File: config.mk
export PLATFORM = sky130hd
export DESIGN_NAME = datamem_arbiter
export DESIGN_NICKNAME = d
export VERILOG_FILES = /design/src/rtl/datamem_pkg.sv /design/src/rtl/arb_rr2.sv /design/src/rtl/datamem_arbiter.sv
export SDC_FILE = /design/constraint.sdc
export NUM_CORES = 1
export LEC_CHECK = 0
export BUFFER_PORTS_ARGS = -buffer_cell sky130_fd_sc_hd__buf_4
export CORE_ASPECT_RATIO = 2
export CORE_MARGIN = 1
export CORE_UTILIZATION = 45
export DETAILED_ROUTE_END_ITERATION = 12
export HOLD_SLACK_MARGIN = 0.08
export PLACE_DENSITY_LB_ADDON = 0.2
export SETUP_SLACK_MARGIN = 0.05
export SKIP_LAST_GASP = 1
export SYNTH_ARGS = -nofsm -noshare
export SYNTH_HDL_FRONTEND = slang
export SYNTH_SLANG_ARGS = --single-unit
File: constraint.sdc
create_clock -name clk -period 5.81 [get_ports clk]
set_clock_uncertainty 0.05 [all_clocks]
set_input_delay 0.8715 -clock clk [delete_from_list [all_inputs] [get_ports clk]]
set_output_delay 0.8715 -clock clk [all_outputs]
set_load 0.02 [all_outputs]
File: src/rtl/datamem_pkg.sv
// Shared constants for the data-memory arbiter.
// Memory command codes, FSM state encoding and owner ids.
package datamem_pkg;

  localparam logic [7:0] CMD_IDLE = 8'h00;
  localparam logic [7:0] CMD_RD   = 8'h01;
  localparam logic [7:0] CMD_WR   = 8'h02;

  typedef enum logic [1:0] {
    IDLE   = 2'd0,
    ACCESS = 2'd1,
    WAIT   = 2'd2,
    DONE   = 2'd3
  } state_e;

  localparam logic OWNER_CPU = 1'b0;
  localparam logic OWNER_DMA = 1'b1;

endpackage

File: src/rtl/arb_rr2.sv
// Two-way grant logic: round-robin on ties, or fixed
// CPU priority when ARB_CPU_PRIO_EN is defined.
module arb_rr2
  import datamem_pkg::*;
(
  input  logic [1:0] req_i,
  input  logic       last_i,
  output logic       grant_o
);

`ifdef ARB_CPU_PRIO_EN
  logic unused_last;
  assign unused_last = last_i;

  // CPU wins whenever it asks
  always_comb begin
    grant_o = OWNER_CPU;
    unique case (req_i)
      2'b10:   grant_o = OWNER_DMA;
      default: grant_o = OWNER_CPU;
    endcase
  end
`else
  // Ties go to whoever was not served last
  always_comb begin
    grant_o = OWNER_CPU;
    unique case (req_i)
      2'b11:   grant_o = ~last_i;
      2'b10:   grant_o = OWNER_DMA;
      default: grant_o = OWNER_CPU;
    endcase
  end
`endif

endmodule

File: src/rtl/datamem_arbiter.sv
// Single-port data memory arbiter between CPU and DMA.
// ARB_CPU_PRIO_EN selects fixed CPU priority over round-robin.
module datamem_arbiter
  import datamem_pkg::*;
#(
  parameter int ADDR_W      = 8,
  parameter int DATA_W      = 8,
  parameter int WAIT_CYCLES = 0
) (
  input  logic              clk,
  input  logic              rst_n,
  input  logic              cpu_req,
  input  logic              cpu_we,
  input  logic [ADDR_W-1:0] cpu_addr,
  input  logic [DATA_W-1:0] cpu_wdata,
  output logic [DATA_W-1:0] cpu_rdata,
  output logic              cpu_ack,
  input  logic              dma_req,
  input  logic              dma_we,
  input  logic [ADDR_W-1:0] dma_addr,
  input  logic [DATA_W-1:0] dma_wdata,
  output logic [DATA_W-1:0] dma_rdata,
  output logic              dma_ack,
  output logic [7:0]        mem_cmd,
  output logic [ADDR_W-1:0] mem_addr,
  output logic [DATA_W-1:0] mem_wdata,
  output logic              mem_oe,
  input  logic [DATA_W-1:0] mem_rdata,
  output logic              owner,
  output logic              busy
);

  localparam logic [3:0] WLOAD =
    (WAIT_CYCLES > 0) ? 4'(WAIT_CYCLES - 1) : 4'd0;

  state_e            state_q, state_d;
  logic [3:0]        cnt_q, cnt_d;
  logic              rr_last_q, rr_last_d;
  logic              owner_q, owner_d;
  logic              we_q, we_d;
  logic              busy_q, busy_d;
  logic [7:0]        cmd_q, cmd_d;
  logic [ADDR_W-1:0] addr_q, addr_d;
  logic [DATA_W-1:0] wdata_q, wdata_d;
  logic              oe_q, oe_d;
  logic              cack_q, cack_d;
  logic              dack_q, dack_d;
  logic [DATA_W-1:0] crd_q, crd_d;
  logic [DATA_W-1:0] drd_q, drd_d;
  logic              grant;
  logic              fin;

  arb_rr2 u_arb (
    .req_i   ({dma_req, cpu_req}),
    .last_i  (rr_last_q),
    .grant_o (grant)
  );

  // Next-state and registered-output logic
  always_comb begin
    state_d   = state_q;
    cnt_d     = cnt_q;
    rr_last_d = rr_last_q;
    owner_d   = owner_q;
    we_d      = we_q;
    busy_d    = busy_q;
    cmd_d     = cmd_q;
    addr_d    = addr_q;
    wdata_d   = wdata_q;
    oe_d      = oe_q;
    cack_d    = 1'b0;
    dack_d    = 1'b0;
    crd_d     = crd_q;
    drd_d     = drd_q;
    fin       = 1'b0;
    unique case (state_q)
      IDLE: begin
        cmd_d = CMD_IDLE;
        if (cpu_req || dma_req) begin
          owner_d = grant;
          we_d    = grant ? dma_we : cpu_we;
          addr_d  = grant ? dma_addr : cpu_addr;
          wdata_d = grant ? dma_wdata : cpu_wdata;
          cmd_d   = we_d ? CMD_WR : CMD_RD;
          oe_d    = we_d;
          busy_d  = 1'b1;
          state_d = ACCESS;
        end
      end
      ACCESS: begin
        if (WAIT_CYCLES > 0) begin
          cnt_d   = WLOAD;
          state_d = WAIT;
        end else begin
          fin = 1'b1;
        end
      end
      WAIT: begin
        if (cnt_q == 4'd0) fin = 1'b1;
        else cnt_d = cnt_q - 4'd1;
      end
      DONE: state_d = IDLE;
      default: state_d = IDLE;
    endcase
    if (fin) begin
      state_d   = DONE;
      cmd_d     = CMD_IDLE;
      oe_d      = 1'b0;
      busy_d    = 1'b0;
      rr_last_d = owner_q;
      if (owner_q == OWNER_DMA) begin
        dack_d = 1'b1;
        if (!we_q) drd_d = mem_rdata;
      end else begin
        cack_d = 1'b1;
        if (!we_q) crd_d = mem_rdata;
      end
    end
  end

  // State and output registers
  always_ff @(posedge clk or negedge rst_n) begin
    if (!rst_n) begin
      state_q   <= IDLE;
      cnt_q     <= 4'd0;
      rr_last_q <= 1'b1;
      owner_q   <= OWNER_CPU;
      we_q      <= 1'b0;
      busy_q    <= 1'b0;
      cmd_q     <= CMD_IDLE;
      addr_q    <= '0;
      wdata_q   <= '0;
      oe_q      <= 1'b0;
      cack_q    <= 1'b0;
      dack_q    <= 1'b0;
      crd_q     <= '0;
      drd_q     <= '0;
    end else begin
      state_q   <= state_d;
      cnt_q     <= cnt_d;
      rr_last_q <= rr_last_d;
      owner_q   <= owner_d;
      we_q      <= we_d;
      busy_q    <= busy_d;
      cmd_q     <= cmd_d;
      addr_q    <= addr_d;
      wdata_q   <= wdata_d;
      oe_q      <= oe_d;
      cack_q    <= cack_d;
      dack_q    <= dack_d;
      crd_q     <= crd_d;
      drd_q     <= drd_d;
    end
  end

  assign cpu_rdata = crd_q;
  assign cpu_ack   = cack_q;
  assign dma_rdata = drd_q;
  assign dma_ack   = dack_q;
  assign mem_cmd   = cmd_q;
  assign mem_addr  = addr_q;
  assign mem_wdata = wdata_q;
  assign mem_oe    = oe_q;
  assign owner     = owner_q;
  assign busy      = busy_q;

endmodule
==> metrics, run 1 <==
clock latency on the worst-skew pair=just under 0.3 ns; via count=1554; kind of critical path=flop to flop; setup TNS=0 ns; Hold Path Class=flop to flop; ant diodes=0; Site Rows=35; outcome=finished, final reports clean; placed cells=between 300 and 400; Filler Cell Count=407; Mapped Cells=180; Setup Viol. Count Final=0; setup repair after global routing missed its margin=false; Final Hold Viols=0; root buf cell=clkbuf_8; vias in the first global route=around 1500; Leakage Power=0.00154 uW; Synth top area share=0.535; register area=approximately 1200 um2; largest net degree at the start of global routing=48; slowest stage delay, CP=just under 0.5 ns; Pins Over Slew Limit=0; PD cells=roughly 530 nW/um2; Cell Chain, Critical Path=inv_1 > ha_1 > and4bb_1 > o21ai_2 > or3_1 > mux2_4; width of the die=around 51 um; top cell family by delay on the critical path=simple AND/OR/NAND/NOR gates; Slew @ Worst Pin=1.14 ns; initial core utilization=0.468; total number of H-tree levels=2; grt total ovfl=0; initial antenna violation count=0; Synth top cells by count=dfrtp_1, nand2_1, mux2i_1, o21ai_0, mux2_4; Die Area=5080 um2; synthesized area per cell=12.0 um2; # resized after CTS=0; Finished Layout Cells=between 300 and 400; Buf+Inv Stages, Crit Path=1; most numerous cell in the Yosys netlist=dfrtp_1; Synth area leader=dfrtp_1; switching share of power=0.389; async set or reset register ratio after synthesis=1.00; io pins=91; number of synthesized flops with an enable pin=0; CP required=slightly below 6 ns; flops & latches, synth=47; share of cells above drive strength 1=0.426; Via density=slightly below 5; clock slew at reported path FFs=0.09 ns; sw power=between 500 and 600 uW; Final HPWL DP=about 3400 um; # hold bufs at CTS=0; sequential power share=0.371; Total GRT Usage=0.190; fmax=between 400 and 500 MHz; Logic pwr share=0.504; First-pass DRT Iterations=3; CP Launch Type=flop; CTS Buf Count=5; ys flop type=dfrtp_1; chip height=about 100 um; Worst Path Max Fanout=8; PortBufs=84; slowest stage cell on the critical path=or3_1; footprint of the multi-input gates=891 um2; Routed WL per cell=between 10 and 15 um; Worst slew margin=0.239; setup bufs post-CTS=0; fin crit share=0.390; CTS sink count=47; Mapped Area=~2200 um2; post-synth cell types=27; core box area=about 4600 um2; sequential-to-total area share from yosys stat=0.547; DP Worst Slack=3.38 ns; ranking of synthesized cells by area=dfrtp_1, mux2_4, mux2i_1; P_int=928 uW; Layout area overhead=34.1%; Synthesis Warnings=0; Setup crit end kind=flop; ANT nets after route=0; Post-Route WL=around 4400 um; CTS tree=done; first-pass GRT wire length=about 7100 um; peak supply drop=0.343 mV; NumNets Final=316; DRC violations left=0; minimum clock period=2.27 ns; Final Worst Setup Slack=roughly 3.5 ns; Initial DRC Count=33; Placer Congestion=between 0.7 and 0.8; Clock Power Share=0.125; Arr. time, crit path=2.40 ns; Max-Cap Viols=0; clock tree buffer depth=2
## routing by layer
metal | global-route usage | part of all wire | vias up
met5 | 0 | 0 | -
met4 | 0.0705 | 0.015 | 0
met3 | 0.0455 | 0.048 | 5
met2 | 0.328 | 0.54 | 56
met1 | 0.223 | 0.40 | 726
li1 | - | - | 767
## layout make-up
type	count	share of cell area
inverters	6	0.00780
repair buffers	85	0.221
well taps	55	0.0238
clock inverters	3	0.00694
multi-input cells	119	0.309
clock buffers	5	0.0238
flip-flops and latches	47	0.408
## final timing paths
path / startpoint / endpoint / slack (ns) / cells after the start
min in group asynchronous: rst_n / we_q / 0.51 / 1
min reg2reg: cnt_q[0] / cnt_q[0] / 0.43 / 1
max: state_q[0] / cpu_rdata[7] / 3.54 / 6
max reg2reg: state_q[0] / cpu_rdata[7] / 3.54 / 6
max in group asynchronous: rst_n / cnt_q[3] / 4.80 / 1
min: cnt_q[0] / cnt_q[0] / 0.43 / 1
## layout by cell type, fill, tap and decap left out
master and instances:
ha_1 6, o21a_1 3, or3_1 2, nand2b_1 1, dfrtp_1 46, clkinvlp_4 2, a21boi_2 1, inv_1 6
mux2i_1 18, xnor2_1 1, a21oi_1 3, o21ai_2 2, conb_1 6, o211a_1 1, a21o_1 3, mux2_4 16
buf_4 85, dfstp_2 1, nor3_1 1, clkinv_2 1, nor2_1 6, nand2_1 27, o21ai_0 18, clkbuf_8 5
nand3_1 3, and4bb_1 1
## flip-flops by register name (all words and copies together), names as in the netlist, 2 cells and up
name and count:
mem_wdata 8, dma_rdata 8, state_q 2, mem_cmd 2, cpu_rdata 8, cnt_q 4, mem_addr 8
## power groups by stage
stage	clock network, uW	logic [uW]	registers, uW
2_1_floorplan	0	322	718
3_3_place_gp	0	762	567
3_5_place_dp	0	776	571
4_1_cts	198	778	565
5_1_grt	214	831	583
6_report	190	766	564
## kinds of logic after synthesis
family | synth area share
AOI/OAI and AO/OA | 0.0843
muxes | 0.195
other | 0.00174
buffers and inverters | 0.0517
xor gates and xnor gates | 0.00407
adders and majority gates | 0.0349
and+or+nand+nor | 0.0813
DFF | 0.547
## stage by stage
step | area [um2] | hold WS [ns] | total power, uW | utilization
finish | 2890 | 0.425 | 1520 | 0.628
global route | 2890 | 0.437 | 1630 | 0.628
CTS | 2890 | 0.430 | 1540 | 0.628
detailed placement | 2800 | 0.414 | 1350 | 0.608
global placement | 2800 | 0.414 | 1330 | 0.608
floorplan | 2170 | 0.396 | 1040 | -
Power figures use the tool's default switching activity.
==> run 2: changes to the inputs <==
ABC_AREA = 1   (was default)
CORE_UTILIZATION = 43   (was 45)
clock period = 2 ns   (was 5.81 ns; I/O delays follow)
==> run 2 against run 1 <==
Net effect:
- setup slack worse by 3.3 ns
- critical path depth is 1 higher
- via count is 26% higher
- synthesized cell count is 39% higher
- critical endpoint is now mem_wdata[4]
- cell area is 2.1% higher
- sequential cell count stayed put
- global-route usage is 1.0 points higher
- synthesized area is 2.6% higher
- sequential share of layout area is 0.83 points lower
- final cell count is 23% higher
- highest routed layer unchanged
==> metrics, run 2 <==
outcome=finished, final reports clean; Setup Viol. Count Final=0 (unchanged); number of synthesized flops with an enable pin=0 (unchanged); Finished Layout Cells=394 (+23%); Synthesis Warnings=0 (unchanged); setup repair after global routing missed its margin=false; met2 Resource Use GR=0.375 (+0.0469); setup bufs post-CTS=0 (unchanged); CP required=2.16 ns (-3.78 ns); Global Route met3 Usage=0.0351 (-0.0104); Worst Path Max Fanout=12 (+4); Die Area=5440 um2 (+7.1%); ys flop type=dfrtp_1; Final Cell Area=2950 um2 (+2.1%); Clock Power Share=0.118 (-0.007); CTS sink count=47 (unchanged); core box area=4910 um2 (+6.8%); Final HPWL DP=3870 um (+14%); CTS tree=done; vias in the first global route=1846 (+20%); grt total ovfl=0 (unchanged); most numerous cell in the Yosys netlist=nand2_1; total number of H-tree levels=2 (unchanged); Mapped Cells=251 (+39%); First-pass DRT Iterations=7 (+4); Synth area leader=dfrtp_1; clock latency on the worst-skew pair=0.29 ns (about the same); PortBufs=84 (unchanged); post-placement cell area=2850 um2 (+1.9%); Leakage Power=0.00156 uW (+1.6%); FF-to-FF End=mem_wdata[4]; Via density=4.96 (+2.2%); gr busiest metal=met2; first-pass GRT wire length=8090 um (+13%); Final Hold Viols=0 (unchanged); Hold Path Class=primary input to flop; Reg2Reg Depth=7 (+1); clock tree buffer depth=2 (unchanged); initial antenna violation count=0 (unchanged); sequential power share=0.352 (-0.019); share of cells above drive strength 1=0.323 (-0.103); Logic pwr share=0.531 (+0.027); Total GRT Usage=0.200 (+0.0103); Arr. time, crit path=1.90 ns (-0.50 ns); CTS Buf Count=5 (unchanged); switching share of power=0.451 (+0.0616); largest net degree at the start of global routing=48 (unchanged); reg2reg setup slack=0.27 ns (-3.28 ns); width of the die=52.7 um (+3.5%); setup TNS=0 ns (unchanged); Routed WL per cell=13.0 um (-4.9%); Worst slew margin=0.606 (+0.367); NumNets Final=388 (+23%); kind of critical path=flop to flop; P_int=2600 uW (+180%); R2R Path Start=state_q[1]; sequential-to-total area share from yosys stat=0.533 (-0.0136); CP Launch Type=flop; DRC violations left=0 (unchanged); Layout area overhead=33.4%; Max-Cap Viols=0 (unchanged); minimum clock period=1.73 ns (-0.531 ns); initial core utilization=0.450 (-0.0185); Mapped Area=2210 um2 (+2.6%); hold path startpoint=dma_wdata[3]; Post-Route WL=5130 um (+17%); most frequent cells in the layout=buf_4, nand2_1, dfrtp_1; Initial DRC Count=18 (-45%); Slew @ Worst Pin=0.591 ns (-0.551 ns); flops & latches, synth=47 (unchanged); crit path from=state_q[1]; PD cells=1600 nW/um2 (+200%); placed cells=385 (+23%); peak supply drop=1.28 mV (+270%); Setup crit end kind=flop; via count=1956 (+26%); ANT nets after route=0 (unchanged); sw power=2130 uW (+260%); Synth top area share=0.521 (-0.0133); ranking of synthesized cells by area=dfrtp_1, nand2_1, o21ai_0; post-synth cell types=28 (+3.7%); ant diodes=0 (unchanged); fin crit share=0.867 (+0.477); clock slew at reported path FFs=0.08 ns (about the same); Pins Over Slew Limit=0 (unchanged); crit path to=mem_wdata[4]; grt met1 use=0.215 (-0.00793); Placer Congestion=0.877 (+12%); root buf cell=clkbuf_8; fmax=577 MHz (+31%); io pins=91 (unchanged); Site Rows=36 (+2.9%); Synth top cells by count=nand2_1, dfrtp_1, o21ai_0; commonest non-fill, non-tap cell in the layout=buf_4; async set or reset register ratio after synthesis=1.00 (unchanged); synthesized area per cell=8.80 um2 (-26%); Hold WS=0.206 ns (-0.220 ns); chip height=103 um (+3.5%)
## run 2: cell types whose count changed in the layout (fill, tap and decap cells not counted), moves of 3 or more
cell and change:
nand3_2 +4, mux2i_1 -18, inv_1 +8, o21ai_1 +3, nand2_1 +47, nand4_1 +17, a21o_1 -3, o21ai_0 +14
nor2_1 +14, mux2_4 -16, nor2_2 +3
## run 2: kinds of logic (layout without fill, tap and decap cells)
group | Yosys count | after routing | share of synthesized area
and+or+nand+nor | 125 | 125 | 0.256
DFF | 47 | 47 | 0.533
AOI/OAI and AO/OA | 39 | 39 | 0.0940
buffers and inverters | 31 | 112 | 0.0731
adders and majority gates | 6 | 6 | 0.0340
xor gates and xnor gates | 2 | 2 | 0.00793
other | 1 | 6 | 0.00170
## run 2: per-stage QoR
| stage | total power, uW | setup WS [ns] | util |
|---|---|---|---|
| final | 4720 | 0.266 | 0.600 |
| after global routing | 5100 | 0.112 | 0.600 |
| after CTS | 4760 | 0.170 | 0.599 |
| after detailed placement | 4200 | 0.199 | 0.581 |
| after global placement | 4150 | 0.286 | 0.581 |
| after floorplan | 3260 | 0.513 | - |
## run 2: worst min path at each step
stage / to / slack [ns] / cells past startpoint
finish: mem_wdata[3] / 0.21 / 3
global route: dma_rdata[2] / 0.21 / 3
CTS: mem_wdata[3] / 0.20 / 3
detailed placement: cnt_q[0] / 0.30 / 1
global placement: cnt_q[0] / 0.30 / 1
floorplan: busy / -0.05 / 0
## run 2: power by group through the flow
stage	registers [uW]	clock network, uW	logic [uW]
after floorplan	2100	0	1160
after global placement	1670	0	2480
after detailed placement	1680	0	2520
after CTS	1670	563	2530
after global routing	1720	599	2780
final	1660	556	2510
## run 2: repair_timing
action,in CTS,in global routing
setup endpoints to repair,0,12
hold buffers,1,0
hold endpoints to repair,46,0
gates resized for setup,0,1
## run 2: worst max-delay path, cell delays in order, from the launching register on
cell and delay [ns]:
dfrtp_1 0.45, inv_1 0.11, ha_1 0.18, inv_1 0.11, nor2_4 0.25, buf_4 0.22, o21ai_0 0.10, o21ai_0 0.17
## run 2: cell type report
cell class              count  area [um2]
clock buffers               7        76.3
clock inverters             1        5.00
fillers                   471        1960
inverters                  16        60.1
multi-input cells         178         893
flip-flops and latches     47        1180
well taps                  57        71.3
repair buffers             88         663
## run 2: routing by layer
layer,vias up,part of all wire
li1,969,-
met3,7,0.045
met2,66,0.57
met4,0,0.014
met1,914,0.37
met5,-,0
